[config.mk]
export PLATFORM = sky130hd
export DESIGN_NAME = mem_write_seq_flat
export DESIGN_NICKNAME = d
export VERILOG_FILES = /design/src/rtl/mem_write_seq_if.sv /design/src/rtl/mem_write_seq.sv /design/src/flat_wrapper.sv
export SDC_FILE = /design/constraint.sdc
export NUM_CORES = 1
export LEC_CHECK = 0
export CAP_MARGIN = 20
export CORE_UTILIZATION = 40
export CTS_BUF_LIST = sky130_fd_sc_hd__clkbuf_16
export DETAILED_ROUTE_END_ITERATION = 10
export PLACE_DENSITY = 0.64
export SLEW_MARGIN = 10
export SYNTH_ARGS = -nofsm -noshare
export SYNTH_HDL_FRONTEND = slang
export SYNTH_SLANG_ARGS = --single-unit
export TNS_END_PERCENT = 5
[constraint.sdc]
create_clock -name clk -period 3 [get_ports clk]
set_clock_uncertainty 0.2 [all_clocks]
set_input_delay 0.6 -clock clk [delete_from_list [all_inputs] [get_ports clk]]
set_output_delay 0.6 -clock clk [all_outputs]
set_load 0.01 [all_outputs]
[src/rtl/mem_write_seq_if.sv]
// Write-sequencer handshake and bus bundle.
// The decoder side drives start/kind/wait_n; the sequencer drives the rest.
interface mem_write_seq_if #(
  parameter int SEL_WIDTH = 6
);
  logic                 start;
  logic [2:0]           kind;
  logic                 wait_n;
  logic [SEL_WIDTH-1:0] data_select;
  logic                 mem_req;
  logic                 mem_wr;
  logic                 addr_inc;
  logic                 addr_dec;
  logic                 busy;
  logic                 done;
  logic                 err;

  modport master (
    output start, kind, wait_n,
    input  data_select, mem_req, mem_wr,
    input  addr_inc, addr_dec, busy, done, err
  );

  modport slave (
    input  start, kind, wait_n,
    output data_select, mem_req, mem_wr,
    output addr_inc, addr_dec, busy, done, err
  );
endinterface

[src/rtl/mem_write_seq.sv]
// Z80 memory write bus-cycle sequencer.
// Drives data-out mux select, request/write strobes and address steps.
module mem_write_seq #(
  parameter int SEL_WIDTH      = 6,
  parameter int MAX_WAIT       = 255,
  parameter int WAIT_CNT_WIDTH = 8
) (
  input logic           clk,
  input logic           reset,
  mem_write_seq_if.slave bus
);

  typedef enum logic [2:0] {
    IDLE, T1, T2, T3, STEP, FIN
  } state_e;

  localparam logic [2:0] K_BREG = 3'd0;
  localparam logic [2:0] K_BDIN = 3'd1;
  localparam logic [2:0] K_WLE  = 3'd2;
  localparam logic [2:0] K_PUSH = 3'd3;
  localparam logic [2:0] K_CALL = 3'd4;

  localparam logic [WAIT_CNT_WIDTH-1:0] WAIT_LAST =
    WAIT_CNT_WIDTH'((MAX_WAIT == 0) ? 0 : MAX_WAIT - 1);

  state_e                    state;
  logic [2:0]                kind_q;
  logic                      idx;
  logic [WAIT_CNT_WIDTH-1:0] wait_cnt;
  logic                      timeout;
  logic                      two_byte;

  function automatic logic [SEL_WIDTH-1:0] sel_of(
    input logic [2:0] k,
    input logic       second
  );
    logic [SEL_WIDTH-1:0] s;
    s = '0;
    unique case (k)
      K_BREG:  s[4] = 1'b1;
      K_BDIN:  s[1] = 1'b1;
      K_WLE:   s[0] = second;
      K_PUSH:  s[0] = ~second;
      K_CALL: begin
        s[3] = ~second;
        s[2] = second;
      end
      default: s = '0;
    endcase
    return s;
  endfunction

  // Abort on the wait cycle that brings the count to MAX_WAIT.
  assign timeout  = (MAX_WAIT != 0) && (wait_cnt == WAIT_LAST);
  assign two_byte = (kind_q >= K_WLE) && !idx;

  always_ff @(posedge clk or posedge reset) begin
    if (reset) begin
      state           <= IDLE;
      kind_q          <= '0;
      idx             <= 1'b0;
      wait_cnt        <= '0;
      bus.data_select <= '0;
      bus.mem_req     <= 1'b0;
      bus.mem_wr      <= 1'b0;
      bus.addr_inc    <= 1'b0;
      bus.addr_dec    <= 1'b0;
      bus.busy        <= 1'b0;
      bus.done        <= 1'b0;
      bus.err         <= 1'b0;
    end else begin
      bus.addr_inc <= 1'b0;
      bus.addr_dec <= 1'b0;
      bus.done     <= 1'b0;
      bus.err      <= 1'b0;
      unique case (state)
        IDLE: begin
          if (bus.start) begin
            if (bus.kind <= K_CALL) begin
              state           <= T1;
              kind_q          <= bus.kind;
              idx             <= 1'b0;
              wait_cnt        <= '0;
              bus.data_select <= sel_of(bus.kind, 1'b0);
              bus.mem_req     <= 1'b1;
              bus.busy        <= 1'b1;
            end else begin
              state    <= FIN;
              bus.done <= 1'b1;
              bus.err  <= 1'b1;
            end
          end
        end
        T1: begin
          state      <= T2;
          bus.mem_wr <= 1'b1;
        end
        T2: begin
          if (bus.wait_n) begin
            state      <= T3;
            bus.mem_wr <= 1'b0;
          end else if (timeout) begin
            state           <= FIN;
            bus.mem_wr      <= 1'b0;
            bus.mem_req     <= 1'b0;
            bus.busy        <= 1'b0;
            bus.data_select <= '0;
            bus.done        <= 1'b1;
            bus.err         <= 1'b1;
          end else begin
            wait_cnt <= wait_cnt + 1'b1;
          end
        end
        T3: begin
          bus.mem_req     <= 1'b0;
          bus.data_select <= '0;
          if (two_byte) begin
            state        <= STEP;
            bus.addr_inc <= (kind_q == K_WLE);
            bus.addr_dec <= (kind_q != K_WLE);
          end else begin
            state    <= FIN;
            bus.busy <= 1'b0;
            bus.done <= 1'b1;
          end
        end
        STEP: begin
          state           <= T1;
          idx             <= 1'b1;
          wait_cnt        <= '0;
          bus.data_select <= sel_of(kind_q, 1'b1);
          bus.mem_req     <= 1'b1;
        end
        FIN: begin
          state <= IDLE;
        end
        default: state <= IDLE;
      endcase
    end
  end

endmodule

[src/flat_wrapper.sv]
// flat-port wrapper written by rule: the top's interface ports become plain ports
module mem_write_seq_flat 
#(
  parameter int SEL_WIDTH      = 6,
  parameter int MAX_WAIT       = 255,
  parameter int WAIT_CNT_WIDTH = 8
)
  (clk, reset, bus_start, bus_kind, bus_wait_n, bus_data_select, bus_mem_req, bus_mem_wr, bus_addr_inc, bus_addr_dec, bus_busy, bus_done, bus_err);
  mem_write_seq_if #(.SEL_WIDTH(SEL_WIDTH)) bus_i ();
  input logic clk;
  input logic reset;
  input wire logic [$bits(bus_i.start)-1:0] bus_start;
  input wire logic [$bits(bus_i.kind)-1:0] bus_kind;
  input wire logic [$bits(bus_i.wait_n)-1:0] bus_wait_n;
  output wire logic [$bits(bus_i.data_select)-1:0] bus_data_select;
  output wire logic [$bits(bus_i.mem_req)-1:0] bus_mem_req;
  output wire logic [$bits(bus_i.mem_wr)-1:0] bus_mem_wr;
  output wire logic [$bits(bus_i.addr_inc)-1:0] bus_addr_inc;
  output wire logic [$bits(bus_i.addr_dec)-1:0] bus_addr_dec;
  output wire logic [$bits(bus_i.busy)-1:0] bus_busy;
  output wire logic [$bits(bus_i.done)-1:0] bus_done;
  output wire logic [$bits(bus_i.err)-1:0] bus_err;
  assign bus_i.start = bus_start;
  assign bus_i.kind = bus_kind;
  assign bus_i.wait_n = bus_wait_n;
  assign bus_data_select = bus_i.data_select;
  assign bus_mem_req = bus_i.mem_req;
  assign bus_mem_wr = bus_i.mem_wr;
  assign bus_addr_inc = bus_i.addr_inc;
  assign bus_addr_dec = bus_i.addr_dec;
  assign bus_busy = bus_i.busy;
  assign bus_done = bus_i.done;
  assign bus_err = bus_i.err;
  mem_write_seq #(.SEL_WIDTH(SEL_WIDTH), .MAX_WAIT(MAX_WAIT), .WAIT_CNT_WIDTH(WAIT_CNT_WIDTH)) u_core (.clk(clk), .reset(reset), .bus(bus_i));
endmodule
=== After elaboration in Yosys (flattened, before gate mapping) ===
Cells that the tools add are included.

* Bits in registers: 28
* Latch bits: 0
* RAM bits: 0
* ROM bits: 0
* Input port bits: 7
* Output and inout bits: 13
* Logic and storage cells: 98
* Memories: 0

* Add/subtract/negate cells: 1
* $mul: 0
* Div/mod/pow operators: 0
* $lt $le $gt $ge: 2
* Equality and inequality tests: 19
* Shifts and indexed selects: 0
* Multiplexer cells: 47
* Bitwise gates (word level): 0
* Reductions and logical operators: 17

{| class="wikitable"
|+ Operators with widths
! kind !! number
|-
| 2-to-1 mux 8 bit || 4
|-
| 2-to-1 mux 1 bit || 25
|-
| 2-to-1 mux 6 bit || 4
|-
| one-hot mux 6 bit (4 select lines) || 1
|-
| one-hot mux 8 bit (3 select lines) || 1
|-
| one-hot mux 3 bit (5 select lines) || 1
|-
| == test 3 x 2 -> 1 bit (second input constant) || 4
|-
| 2-to-1 mux 3 bit || 4
|-
| AND reduction 5 bit || 2
|-
| == test 3 x 1 -> 1 bit (second input constant) || 3
|-
| == test 3 bit (second input constant) || 3
|-
| logical NOT 3 bit || 3
|-
| adder 8 x 1 -> 8 bit (second input constant) || 1
|-
| == test 8 bit (second input constant) || 1
|-
| inequality test 2 bit (second input constant) || 4
|-
| inequality test 3 x 2 -> 1 bit (second input constant) || 2
|-
| one-hot mux 1 bit (2 select lines) || 3
|-
| one-hot mux 1 bit (3 select lines) || 2
|-
| AND reduction 3 bit || 2
|-
| AND reduction 6 bit || 1
|-
| nonzero test 3 bit || 2
|-
| inequality test 2 x 1 -> 1 bit (second input constant) || 2
|-
| one-hot mux 1 bit (4 select lines) || 1
|-
| AND reduction 2 bit || 2
|-
| other kinds (7) || 8
|}

=== Longest topological paths before layout ===
Gate-level depths: netlist (run 1).

* Depth in word-level cells: 5
* Mapped depth: 7
* Mapped depth without buffers: 6

=== Least setup slack after synthesis (run 1) ===
OpenSTA, ideal clock, no wires.

* Path type: input-to-reg
* Start point: input bus_wait_n
* End point: register u_core.bus.data_select[0]
* Library setup time: 125 ps
* Arrival: 1638 ps
* Data required time: 2675 ps
* Path slack: 1037 ps
* Stages: 4
* Buffers on the path: 0
* Cell sequence: and3b_1 -> a31oi_4 -> a211oi_4 -> mux2_2

* Longest elaborated chain between the ends: 2

{| class="wikitable"
|+ Ends and longest elaborated chain
! what !! RTL line !! source
|-
| start: declaration || flat_wrapper.sv:14 || <nowiki>input wire logic [$bits(bus_i.wait_n)-1:0] bus_wait_n;</nowiki>
|-
| inequality test 2 bit (no source line) || -- ||
|-
| AND reduction 5 bit (no source line) || -- ||
|-
| end signal: assignment || mem_write_seq.sv:84 || <nowiki>bus.data_select <= sel_of(bus.kind, 1'b0);</nowiki>
|-
| end signal: assignment || mem_write_seq.sv:131 || <nowiki>bus.data_select <= sel_of(kind_q, 1'b1);</nowiki>
|-
| end: declaration || mem_write_seq_if.sv:26 || <nowiki>output data_select, mem_req, mem_wr,</nowiki>
|}

Every way passes these cells.
A chain may end at the register's enable or synchronous reset.

=== Worst setup path in the final report (run 1) ===
* Start point: input bus_wait_n
* End point: register u_core.wait_cnt[4]

* Longest elaborated chain between the ends: 2

{| class="wikitable"
|+ Ends and longest elaborated chain
! what !! RTL line !! source
|-
| inequality test 2 bit (no source line) || -- ||
|-
| AND reduction 5 bit (no source line) || -- ||
|-
| end signal: assignment || mem_write_seq.sv:111 || <nowiki>wait_cnt <= wait_cnt + 1'b1;</nowiki>
|-
| end: declaration || mem_write_seq.sv:29 || <nowiki>logic [WAIT_CNT_WIDTH-1:0] wait_cnt;</nowiki>
|}

Every way passes these cells.

==> results of run 1 <==
[area by class of cell]
cell class                      count  area share [%]
Inverter                            9            1.89
Multi-Input combinational cell    109            42.1
Sequential cell                    27            37.8
Clock buffer                        3            4.20
Timing Repair Buffer               19            10.5
Tap cell                           46            3.22
Clock inverter                      1           0.280
[where the power goes]
part	total, mW	switching, mW	internal [mW]
combinational	0.653	0.341	0.312
clock	0.297	0.118	0.180
sequential	0.609	0.137	0.471
[cells by family (layout without fill, tap and decap cells)]
| family | count (synthesis) | after routing | share of synthesized area (%) |
|---|---|---|---|
| AO/OA/AOI/OAI | 46 | 46 | 22.5 |
| buffers and inverters | 17 | 32 | 5.70 |
| multiplexers | 7 | 7 | 5.04 |
| adder cells (fa/ha/maj) | 2 | 2 | 1.65 |
| AND/OR/NAND/NOR | 53 | 53 | 20.2 |
| flip-flops | 27 | 27 | 44.6 |
| other | 1 | 1 | 0.248 |
[cells in the mapped netlist, drive strengths merged (2+ instances only)]
master   n
a32oi    3
nor4     3
o21ai   16
ha       2
dfrtp   27
o21bai   2
o311ai   2
a21boi   2
nor2     5
nand3    6
mux2i    2
mux2     5
a21oi    5
and4     2
nand4    3
o211ai   2
inv      9
or4      3
nand2b   2
buf      6
or3b     2
nand2   11
a31oi    2
o31ai    2
nor3     8
clkbuf   2
[flip-flops by register name, indices dropped and copies added, names as in the netlist]
name                    cells
u_core.bus.addr_inc         1
u_core.bus.mem_wr           1
u_core.wait_cnt             8
u_core.kind_q               3
u_core.bus.busy             1
u_core.bus.done             1
u_core.bus.mem_req          1
u_core.state                3
u_core.bus.data_select      5
u_core.idx                  1
u_core.bus.addr_dec         1
u_core.bus.err              1
[worst max-delay path: cells and delay by family]
family	cells	cell delay, ps
compound gates	3	760
buf+inv	1	460
simple gates	1	580
[per-stage QoR]
step / cell area (um^2) / hold WS, ps
after floorplan: 1510 / 243
after global placement: 1710 / 279
after detailed placement: 1710 / 286
after CTS: 1790 / 295
after global routing: 1790 / 327
final: 1790 / 294
[layer usage]
metal,part of all wire (%),global-route usage [%],up-vias,routed length (um)
li1,-,-,599,-
met3,4.1,3.80,6,131
met2,49,29.4,34,1570
met5,0,0,-,0
met4,1.8,6.53,0,57
met1,45,21.7,601,1410
[path summary, 6_finish.rpt]
path | from | endpoint | slack, ps | cells past startpoint
max in group asynchronous | reset | u_core.bus.data_select[0] | 1850 | 3
worst max register to register | u_core.wait_cnt[0] | u_core.wait_cnt[3] | 820 | 6
worst min-delay path | u_core.idx | u_core.bus.addr_inc | 290 | 1
worst min register to register | u_core.idx | u_core.bus.addr_inc | 290 | 1
min in group asynchronous | reset | u_core.idx | 500 | 3
worst max-delay path | bus_wait_n | u_core.wait_cnt[4] | 580 | 5
==> impl_results.md, run 1 <==
* Slowest stage delay, CP at 580 ps
* Post-Syn Instances at 153
* Total grt overflow at 0
* DRC at 0
* Slew margin rel. at 47.9%
* Synth unique cells at 54
* # diodes at 0
* Primary FF master, synth: dfrtp_1
* DR vias/cell at 5.79
* Largest net degree at the start of global routing at 28
* Rows at 21
* Multi-input logic area at 752 um^2
* Clock-pin slew of the registers on the worst-case setup and hold paths at 60 ps
* Fmax at 0.414 GHz
* Critical Path AT at 2400 ps
* I/O Buffers at 18
* EDFF count, synth at 0
* Initial core utilization at 43.7%
* Worst VDD drop at 321 uV
* Worst hold path type: reg2reg
* Routed wire per std cell at 14.8 um
* Drt pass-1 iters at 4
* Power density over cell area at 873 nW/um^2
* Final HPWL from detailed placement at 2340 um
* GRT Util Overall at 17.5%
* Worst-path fanout max at 12
* DIE WIDTH at 63.5 um
* Synth-to-layout area growth at 18.0%
* Clock Latency Late Sink at 260 ps
* Yosys warning count at 0
* DP Cell Count at 210
* Most common cell after layout, fill and taps aside: dfrtp_1
* Post-Syn Area at 1510 um^2
* Final WS setup at 585 ps
* Status: finished clean
* Final Setup Violations at 0
* RSZ-0062 raised after global routing: false
* Critical path cell sequence: clkdlybuf4s50_1 -> o21ai_0 -> o211ai_1 -> or4_1 -> a21oi_1
* Tmin final at 2420 ps
* DR vias at 1240
* Flops & latches, synth at 27
* Post-synth top area cell: dfrtp_1
* Initial antenna violation count at 0
* Routed wire length at 3170 um
* Worst path required time at 2990 ps
* Post-DRT Antenna Nets at 0
* Core box area at 3470 um^2
* Fill count at 342
* Io pins at 20
* Synth top area cells: dfrtp_1 (45%), o21ai_0 (4.3%), mux2_2 (3.7%)
* Cts hold-fix bufs at 0
* Pleak at 0.740 nW
* Worst setup SP type: primary input
* Share of the synthesized area in the top cell type at 44.6%
* GPL Wtd Cong at 0.791
* Vias in the first global route at 1205
* Most frequent cells in the layout: dfrtp_1 (27), clkdlybuf4s50_1 (18), o21ai_0 (13)
* Clk sinks at 27
* Synth async-reset ratio at 100%
* Slowest CP cell: or4_1
* Register Area at 676 um^2
* CP endpoint kind: register
* Iter 0 DRT Violations at 95
* Max Root-Sink Buffers at 2
* Max Cap Viol at 0
* Num CTS Buffers at 3
* CTS root buffer: clkbuf_16
* Actual slew at the worst max-slew pin at 777 ps
* Ratio of cells with drive above 1 in the final layout at 12.5%
* H-tree levels at 1
* Die span in y at 63.5 um
* Postcts setup bufs at 0
* WS Path Type: in2reg
* DIE AREA at 4030 um^2
* Global-route wire length before repair at 5500 um
* Final setup TNS at 0 ps
* Power, Total at 1.56 mW
* Post-layout util at 51.5%
* CTS tree: built
* PostCTS Resize Cnt at 0
* Final-report hold violation count at 0
* Seq/Total Area, Yosys at 44.6%
* Max-slew violations at 0
* Place WS at 327 ps
* Final #Nets at 178
* Synth Net Count at 162
* Fin cells at 214
* Mean Syn Cell Area at 9.90 um^2
* Period utilization at 80.5%
No activity file was read; power rests on OpenSTA's default activity.
==> inputs of run 2 (changes only) <==
PLACE_DENSITY = 0.66   (was 0.64)
clock period = 2.15 ns   (was 3 ns; I/O delays follow)
==> impl_results.md, run 2 (synthesized netlist as in run 1, its figures left out) <==
* # diodes at 0 (unchanged)
* Worst-path fanout max at 5 (-7)
* Final WS setup at 87.2 ps (-497 ps)
* Final #Nets at 202 (+13%)
* GRT Util Overall at 18.7% (+1.2 points)
* Top flop regs: u_core.wait_cnt (8), u_core.bus.data_select (5)
* Worst r2r path cells at 6 (unchanged)
* Clock Latency Late Sink at 260 ps (about the same)
* DIE AREA at 4030 um^2 (unchanged)
* Hold Path Origin: u_core.idx
* Cts hold-fix bufs at 0 (unchanged)
* Worst hold path type: reg2reg
* Pleak at 0.853 nW (+15%)
* Io pins at 20 (unchanged)
* I/O Buffers at 18 (unchanged)
* Power density over cell area at 1220 nW/um^2 (+40%)
* DR vias/cell at 5.66 (-2.4%)
* CP endpoint kind: register
* Largest register by flop count: u_core.wait_cnt
* R2r endpoint: u_core.bus.data_select[0]
* Core box area at 3470 um^2 (unchanged)
* Final-report hold violation count at 0 (unchanged)
* Final Setup Violations at 0 (unchanged)
* Worst path required time at 2100 ps (-890 ps)
* Status: finished clean
* Max-slew violations at 0 (unchanged)
* Num CTS Buffers at 3 (unchanged)
* Largest register FFs at 8 (unchanged)
* Largest net degree at the start of global routing at 28 (unchanged)
* Worst VDD drop at 407 uV (+27%)
* Place WS at -188 ps (-515 ps)
* DRC at 0 (unchanged)
* H-tree levels at 1 (unchanged)
* CTS tree: built
* Clk sinks at 27 (unchanged)
* Total grt overflow at 0 (unchanged)
* WS Path Type: in2reg
* Tmin final at 2060 ps
* Worst setup SP type: primary input
* DP Cell Count at 234 (+11%)
* Drt pass-1 iters at 4 (unchanged)
* GPL Wtd Cong at 0.871 (+10%)
* Ratio of cells with drive above 1 in the final layout at 24.5% (+12 points)
* Max Cap Viol at 0 (unchanged)
* Internal reg-to-reg setup slack at 130 ps (-690 ps)
* Vias in the first global route at 1283 (+6.5%)
* Final setup TNS at 0 ps (unchanged)
* Die span in y at 63.5 um (unchanged)
* Max Root-Sink Buffers at 2 (unchanged)
* Hold Slack at 287 ps (-6.83 ps)
* Most common cell after layout, fill and taps aside: dfrtp_1
* Period utilization at 95.9%
* Final HPWL from detailed placement at 2600 um (+11%)
* Clock-pin slew of the registers on the worst-case setup and hold paths at 70 ps (about the same)
* Fmax at 0.485 GHz
* Post-DRT Antenna Nets at 0 (unchanged)
* Most frequent cells in the layout: dfrtp_1 (26), buf_4 (25), clkdlybuf4s50_1 (18)
* Fill count at 308 (-9.9%)
* Iter 0 DRT Violations at 91 (-4.2%)
* WHS Path Cells at 1 (unchanged)
* Fin cells at 238 (+11%)
* DIE WIDTH at 63.5 um (unchanged)
* CTS root buffer: clkbuf_16
* Endpoint, Worst Hold: u_core.bus.addr_dec
* Initial core utilization at 43.7% (unchanged)
* DR vias at 1346 (+8.5%)
* Global-route wire length before repair at 5910 um (+7.5%)
* Reg2reg start: u_core.wait_cnt[0]
* Rows at 21 (unchanged)
* Synth-to-layout area growth at 30.3%
* Routed wire length at 3480 um (+9.7%)
* RSZ-0062 raised after global routing: false
* Initial antenna violation count at 0 (unchanged)
* Critical Path AT at 2010 ps (-390 ps)
* Routed wire per std cell at 14.6 um (-1.3%)
==> run 2: cell count changes in the layout (fill, tap and decap cells not counted), sizes merged <==
cell,previous run,this run
clkinv,1,0
clkinvlp,0,1
buf,1,25
==> run 2: cell type report <==
cell class,count,area [um^2],share of cell area (%)
Clock buffer,3,75.1,3.80
Tap cell,46,57.6,2.92
Inverter,9,33.8,1.71
Sequential cell,27,677,34.3
Multi-Input combinational cell,109,754,38.2
Timing Repair Buffer,43,368,18.6
Clock inverter,1,7.51,0.380
==> run 2: where the power goes <==
group | total [mW] | leakage (nW) | switching [mW] | internal (mW)
clock network | 0.433 | 0.0371 | 0.180 | 0.253
logic | 1.14 | 0.462 | 0.538 | 0.603
registers | 0.836 | 0.354 | 0.176 | 0.659
total | 2.41 | 0.853 | 0.895 | 1.52
==> run 2: worst max-delay path by stage <==
stage	end	slack [ps]	startpoint
CTS	u_core.bus.data_select[0]	40	u_core.state[1]
detailed placement	u_core.bus.data_select[0]	-190	bus_wait_n
finish	u_core.bus.data_select[0]	90	bus_wait_n
floorplan	u_core.bus.data_select[0]	210	u_core.wait_cnt[0]
global placement	u_core.bus.data_select[1]	-140	bus_wait_n
global route	u_core.bus.data_select[0]	10	bus_wait_n
==> run 2: repair_timing <==
| action | 4_1_cts | 5_1_grt |
|---|---|---|
| resized for setup | 0 | 3 |
| buffers inserted | 0 | 0 |
| setup endpoints to repair | 0 | 7 |
==> run 2: per-stage QoR <==
stage / instance area, um^2 / utilization [%] / power [mW]
after global routing: 1970 / 56.9 / 2.58
after CTS: 1970 / 56.8 / 2.42
after global placement: 1890 / 54.4 / 1.94
final: 1970 / 56.9 / 2.41
after floorplan: 1510 / - / 1.48
after detailed placement: 1890 / 54.4 / 1.98
==> run 2: per-layer routing <==
layer  share of wire (%)  vias up  track usage (%)
met2                  52       35             31.6
met4                 1.8        0             7.95
met1                  43      652             23.8
li1                    -      652                -
met5                   0        -                0
met3                 4.0        7             2.17
==> run 2: critical path, stage by stage <==
cell	delay [ps]
clkdlybuf4s50_1	440
and3b_1	290
a31oi_4	120
a211oi_4	350
mux2_2	380
